--- config.mk ---
export PLATFORM = sky130hd
export DESIGN_NAME = trakball_quad_ctrl
export DESIGN_NICKNAME = d
export VERILOG_FILES = /design/src/rtl/trakball_pkg.sv /design/src/rtl/trakball_axis.sv /design/src/rtl/trakball_quad_ctrl.sv
export SDC_FILE = /design/constraint.sdc
export NUM_CORES = 1
export LEC_CHECK = 0
export ABC_CLOCK_PERIOD_IN_PS = 4730
export CAP_MARGIN = 20
export CORE_MARGIN = 4
export CORE_UTILIZATION = 54
export CTS_CLUSTER_DIAMETER = 60
export CTS_CLUSTER_SIZE = 10
export DETAILED_ROUTE_END_ITERATION = 8
export GPL_TIMING_DRIVEN = 1
export HOLD_SLACK_MARGIN = 0.03
export PLACE_DENSITY = 0.78
export SETUP_SLACK_MARGIN = 0.05
export SLEW_MARGIN = 20
export SYNTH_ARGS = -nofsm -noshare
export SYNTH_HDL_FRONTEND = slang
export SYNTH_SLANG_ARGS = --single-unit
--- constraint.sdc ---
create_clock -name clk_sys -period 4.73 [get_ports clk_sys]
set_input_delay 0.946 -clock clk_sys [delete_from_list [all_inputs] [get_ports clk_sys]]
set_output_delay 0.946 -clock clk_sys [all_outputs]
set_load 0.01 [all_outputs]
--- src/rtl/trakball_pkg.sv ---
// Shared types, trakdata bit positions and the clamp helper for the trackball step scheduler.
package trakball_pkg;

   typedef enum logic [1:0] {INIT, RUN, HOLD} trak_state_t;

   localparam int TD_XDIR   = 3;
   localparam int TD_XCLK   = 2;
   localparam int TD_YDIR   = 1;
   localparam int TD_YCLK   = 0;
   localparam int ACC_W_DEF = 12;

   // One PS/2 delta after optional negation: -256 flipped needs a tenth bit
   typedef logic signed [9:0] delta_t;

   function automatic logic signed [31:0] sat_add(input logic signed [31:0] a,
                                                  input logic signed [31:0] b,
                                                  input int w);
      logic signed [31:0] s;
      logic signed [31:0] lim;
      s   = a + b;
      lim = (32'sd1 <<< (w - 1)) - 32'sd1;
      if (s > lim)       s = lim;
      else if (s < -lim) s = -lim;
      return s;
   endfunction

endpackage

--- src/rtl/trakball_axis.sv ---
// One trackball axis: saturating delta accumulator drained one step per tick into dir/clk.
// Joystick step injection is built only with TRAKBALL_JOY_EN.
module trakball_axis
   import trakball_pkg::*;
#(
   parameter int ACC_W = ACC_W_DEF
) (
   input  logic   clk,
   input  logic   rst_n,
   input  logic   tick,
   input  logic   dv,
   input  delta_t delta,
`ifdef TRAKBALL_JOY_EN
   input  logic   joy_vld,
   input  logic   joy_dir,
`endif
   output logic   dir,
   output logic   sclk,
   output logic   nz_next,
   output logic   sat
);
   typedef logic signed [ACC_W-1:0] acc_t;
   typedef logic signed [ACC_W+1:0] wide_t;

   acc_t  acc_q, acc_d;
   logic  dir_q, dir_d, sclk_q, sclk_d;
   logic  step;
   wide_t stepped, dext, raw;

   always_comb begin
      step    = tick && (acc_q != '0);
      stepped = wide_t'(acc_q);
      if (step) stepped = acc_q[ACC_W-1] ? stepped + wide_t'(1) : stepped - wide_t'(1);
      dext    = dv ? wide_t'(delta) : '0;
      raw     = stepped + dext;
      acc_d   = acc_t'(sat_add(32'(stepped), 32'(dext), ACC_W));
      sat     = (wide_t'(acc_d) != raw);
      nz_next = (acc_d != '0);

      dir_d  = dir_q;
      sclk_d = sclk_q;
      if (step) begin
         dir_d  = ~acc_q[ACC_W-1];
         sclk_d = ~sclk_q;
      end
`ifdef TRAKBALL_JOY_EN
      // Joystick only steps an idle axis and leaves the accumulator alone
      else if (tick && joy_vld) begin
         dir_d  = joy_dir;
         sclk_d = ~sclk_q;
      end
`endif
   end

   always_ff @(posedge clk or negedge rst_n) begin
      if (!rst_n) begin
         acc_q  <= '0;
         dir_q  <= 1'b0;
         sclk_q <= 1'b0;
      end else begin
         acc_q  <= acc_d;
         dir_q  <= dir_d;
         sclk_q <= sclk_d;
      end
   end

   assign dir  = dir_q;
   assign sclk = sclk_q;

endmodule

--- src/rtl/trakball_quad_ctrl.sv ---
// Trackball step scheduler: PS/2 mouse packets -> per-axis quadrature dir/clk at a fixed step rate.
// Define TRAKBALL_JOY_EN to let the joystick inject steps on an idle axis.
module trakball_quad_ctrl
   import trakball_pkg::*;
#(
   parameter int ACC_W    = ACC_W_DEF,
   parameter int STEP_DIV = 16
) (
   input  logic        clk_sys,
   input  logic        reset_n,
   input  logic [24:0] ps2_mouse,
   input  logic        flip,
   input  logic        pause,
   input  logic [3:0]  joy_dir,
   output logic [3:0]  trakdata,
   output logic        busy,
   output logic        sat_pulse
);
   localparam int            PW         = $clog2(STEP_DIV);
   localparam logic [PW-1:0] PRESC_LAST = PW'(STEP_DIV - 1);

   trak_state_t   state_q, state_d;
   logic [PW-1:0] presc_q, presc_d;
   logic          tog_q, tog_d, busy_q, busy_d, sat_q, sat_d;
   logic          tick, pkt;
   delta_t        dx, dy;
   logic          x_dir, x_clk, y_dir, y_clk, x_nz, y_nz, x_sat, y_sat;

   always_comb begin
      state_d = state_q;
      presc_d = presc_q;
      tog_d   = tog_q;
      tick    = 1'b0;
      pkt     = 1'b0;
      case (state_q)
         INIT: begin
            tog_d   = ps2_mouse[24];
            state_d = RUN;
         end
         RUN: begin
            if (presc_q == PRESC_LAST) begin
               presc_d = '0;
               tick    = 1'b1;
            end else begin
               presc_d = presc_q + PW'(1);
            end
            if (pause) state_d = HOLD;
         end
         HOLD: if (!pause) state_d = RUN;
         default: state_d = INIT;
      endcase
      // Packets are still taken while paused; only the step clock stops
      if (state_q != INIT && ps2_mouse[24] != tog_q) begin
         pkt   = 1'b1;
         tog_d = ps2_mouse[24];
      end

      dx = delta_t'($signed({ps2_mouse[4], ps2_mouse[15:8]}));
      dy = delta_t'($signed({ps2_mouse[5], ps2_mouse[23:16]}));
      if (flip) begin
         dx = -dx;
         dy = -dy;
      end
      busy_d = x_nz | y_nz;
      sat_d  = x_sat | y_sat;
   end

`ifdef TRAKBALL_JOY_EN
   logic jx_vld, jx_dir, jy_vld, jy_dir, unused_ps2;
   assign jx_vld     = joy_dir[1] ^ joy_dir[0];
   assign jx_dir     = joy_dir[0] ^ flip;
   assign jy_vld     = joy_dir[3] ^ joy_dir[2];
   assign jy_dir     = joy_dir[3] ^ flip;
   assign unused_ps2 = ^{ps2_mouse[7:6], ps2_mouse[3:0]};
`else
   logic unused_in;
   assign unused_in = ^{joy_dir, ps2_mouse[7:6], ps2_mouse[3:0]};
`endif

   trakball_axis #(.ACC_W(ACC_W)) u_ax_x (
      .clk(clk_sys), .rst_n(reset_n), .tick(tick), .dv(pkt), .delta(dx),
`ifdef TRAKBALL_JOY_EN
      .joy_vld(jx_vld), .joy_dir(jx_dir),
`endif
      .dir(x_dir), .sclk(x_clk), .nz_next(x_nz), .sat(x_sat)
   );

   trakball_axis #(.ACC_W(ACC_W)) u_ax_y (
      .clk(clk_sys), .rst_n(reset_n), .tick(tick), .dv(pkt), .delta(dy),
`ifdef TRAKBALL_JOY_EN
      .joy_vld(jy_vld), .joy_dir(jy_dir),
`endif
      .dir(y_dir), .sclk(y_clk), .nz_next(y_nz), .sat(y_sat)
   );

   always_ff @(posedge clk_sys or negedge reset_n) begin
      if (!reset_n) begin
         state_q <= INIT;
         presc_q <= '0;
         tog_q   <= 1'b0;
         busy_q  <= 1'b0;
         sat_q   <= 1'b0;
      end else begin
         state_q <= state_d;
         presc_q <= presc_d;
         tog_q   <= tog_d;
         busy_q  <= busy_d;
         sat_q   <= sat_d;
      end
   end

   assign trakdata[TD_XDIR] = x_dir;
   assign trakdata[TD_XCLK] = x_clk;
   assign trakdata[TD_YDIR] = y_dir;
   assign trakdata[TD_YCLK] = y_clk;
   assign busy      = busy_q;
   assign sat_pulse = sat_q;

endmodule

==> flow_summary_export.csv <==
group,metric,value,unit
logic_synthesis,yosys_warnings,0,
flow_run,cap_violations,0,
global_route,track_usage,30.5,%
placement,place_inst,865,
clocking,numCtsBuffers,5,
logic_synthesis,ys_seq_area_share,19.4,%
critical_path,cpMostUsedCell,"buf_4",
critical_path,path_cells,"inv_4, ha_1, a21o_1, a21oi_2, o21bai_1, a21oi_2, o21ai_1, a31oi_2, buf_4, xor2_2, o21ai_1, buf_4, ha_1, buf_6, buf_4, nand2_1, o31ai_1, a31oi_1, o221ai_2, a32oi_2, or4_1, or4b_1",
finish,mostFrequentLayoutCell,"buf_4",
clocking,clk_pin_slew,90,ps
clocking,clock-sinks,37,
detailed_routing,dr.pass1.iters,6,
placement,io_buffer_count,28,
floorplanning,core,8640,um^2
finish,multi_input_area,4430,um^2
logic_synthesis,ys.flop_type,"dfrtp_1",
timing,setup_ws,-615,ps
placement,gp_congestion,0.928,
detailed_routing,wl,22200,um
clocking,htreeDepth,2,
finish,instances_no_fill,916,
critical_path,startpoint_type,"flop",
timing,fin_crit_sh,113,%
timing,fin_skew,9.89,ps
global_route,antenna_found_initial,0,
clocking,clock-root-buffer,"clkbuf_8",
timing,fmax,187,MHz
finish,register_area,927,um^2
detailed_routing,dr_total_vias,6529,
finish,syn2layout_area_growth,57.6,%
floorplanning,rows,34,
floorplanning,start_util,55.2,%
detailed_routing,drc,0,
global_route,grt_pass1_vias,5405,
global_route,grt_overflow,0,
global_route,grt_pass1_wl,25400,um
floorplanning,dieArea,10400,um^2
finish,antenna_cells,0,
critical_path,arrival,5520,ps
finish,fillers,368,
logic_synthesis,async_flop_share,100,%
logic_synthesis,synth.distinct_cells,73,
timing,hold_ws,473,ps
logic_synthesis,synth-edff-count,0,
finish,final_cell_mix,"175 x buf_4, 51 x nand2_1, 50 x nor2_1",
critical_path,path_max_fanout,5,
detailed_routing,first_iter_violations,853,
logic_synthesis,avgSynthCellArea,7.90,um^2
floorplanning,die_x,102,um
detailed_routing,drt-vias-per-instance,7.13,
critical_path,crit_path_end_kind,"flop",
logic_synthesis,synth.cell_area,4760,um^2
clocking,clock_latency,310,ps
finish,drive_gt1_share,42.7,%
timing,slew-limit-headroom,45.0,%
logic_synthesis,synthCells,603,
timing,slew_viol_final,0,
finish,fin_util,87.0,%
critical_path,slowest_stage,"or4_1",
placement,dpl-instance-area,6240,um^2
timing,setup-violations-final,13,
timing,finalHoldViolations,0,
min_path,worstHoldPathType,"reg -> reg",
clocking,cts_buffer_depth,2,
timing,post-route-min-period,5350,ps
finish,finalNetCount,895,
logic_synthesis,syn_nets,691,
logic_synthesis,synth-seq-cells,37,
outcome,violations,"negative setup slack",
outcome,status,"complete, but fails checks",
timing,grt_setup_unrepaired,"yes",
detailed_routing,ant_nets,0,
clocking,cts_tree,"done",
floorplanning,die_y,102,um
global_route,grt_max_degree,38,
detailed_routing,routedWlPerCell,24.3,um
critical_path,cp.required,4910,ps
timing,worstMarginPinSlew,825,ps
placement,hpwl,11100,um
critical_path,path_class,"reg -> reg",
critical_path,cp_slowest_stage_delay,610,ps
floorplanning,io_pins,39,
finish,final_design_area_no_fill,7510,um^2
-- state kept, by name (all words and copies together) (netlist names) --
signal        count
busy              1
state_q           2
u_ax_y.dir        1
sat_pulse         1
u_ax_x.sclk       1
u_ax_y.sclk       1
u_ax_x.acc_q     12
presc_q           4
tog_q             1
u_ax_x.dir        1
u_ax_y.acc_q     12
-- repair_timing --
| action | CTS | global route |
|---|---|---|
| setup buffers | 22 | 20 |
| pin swaps | 46 | 40 |
| gates resized for setup | 75 | 103 |
| endpoints found under the setup margin | 12 | 20 |
| hold buffers | 0 | 0 |
| gates cloned | 1 | 1 |
-- worst paths after layout --
| kind | startpoint | end | slack [ps] | cells past startpoint |
|---|---|---|---|---|
| setup / recovery | u_ax_y.acc_q[11] | busy | -620 | 22 |
| hold / removal | u_ax_y.sclk | u_ax_y.sclk | 470 | 1 |
| setup reg to reg | u_ax_y.acc_q[11] | busy | -620 | 22 |
| hold reg to reg | u_ax_y.sclk | u_ax_y.sclk | 470 | 1 |
| max in group asynchronous | reset_n | u_ax_x.acc_q[1] | 3420 | 1 |
| min in group asynchronous | reset_n | u_ax_y.dir | 720 | 1 |
-- metrics by stage --
step / TNS (ps) / worst slack (ps)
CTS: -70.7 / -70.7
floorplan: 0 / 71.2
global placement: -2480 / -453
finish: -2150 / -615
detailed placement: -3330 / -641
global route: -4490 / -761
-- layer usage --
metal  track usage [%]  vias to the layer above  wire length, um
li1                  -                     2663                -
met1              38.7                     2973             7820
met2              53.7                      652            10100
met3              3.62                      241             2500
met4              10.3                        0             1850
met5                 0                        -                0
-- cell usage after synthesis (3+ instances only) --
library cell   n  area, um^2
o211ai_1       3        22.5
inv_1         29         109
a311oi_1       3        26.3
a21oi_1       40         200
a211oi_1      10        75.1
nor2b_1       11        68.8
mux2_2         4        45.0
nor2_1        53         199
a31oi_1        9        56.3
a21o_1        14         105
xnor2_1       24         210
o41ai_1       10        87.6
o31ai_1        8        60.1
a22o_1         4        35.0
xor2_1        22         193
mux2i_1        3        30.0
nand4_1        7        43.8
and3_1         5        31.3
o21a_1         3        22.5
and3b_1        4        35.0
fa_1           4        80.1
or2_2          4        25.0
buf_4          5        37.5
a211o_1        6        52.6
dfrtp_1       37         926
o2111ai_1      3        26.3
nor3_1        17        85.1
nor4b_1        4        35.0
nand2_1       56         210
clkbuf_1      13        48.8
or3_1          5        31.3
o21ai_0       51         255
nor4_1         8        50.1
nand2b_1       6        37.5
o21bai_1      11        82.6
o221ai_1       4        35.0
ha_1          51         638
nand3_1        7        35.0
and2_1         3        18.8
-- layout make-up --
type	count	share of cell area [%]
tap	108	1.80
clock inverter	2	0.500
inverter	29	1.48
timing repair buffer	219	23.8
sequential	37	12.3
clock buffer	6	1.10
multi-input combinational	515	58.9
-- critical path: cells and delay by family, from the launching register on --
family                     cells  cell delay, ps
AOI/OAI and AO/OA             11            2200
and+or+nand+nor                3            1250
buffers and inverters          5             650
adders and majority gates      2             550
DFF                            1             420
xor gates and xnor gates       1             150
-- cells by family after synthesis --
kind of cell    Yosys count  share of synthesized area (%)
simple gates            205                           21.8
compound gates          202                           28.9
fa+ha+maj                55                           15.1
buf+inv                  51                           4.67
xor+xnor                 46                           8.46
flops                    37                           19.4
mux                       7                           1.58
Power of run 1 is left out: the tool's default activity adds up to more than one toggle a clock period on the data nets, which glitch-free logic cannot reach.
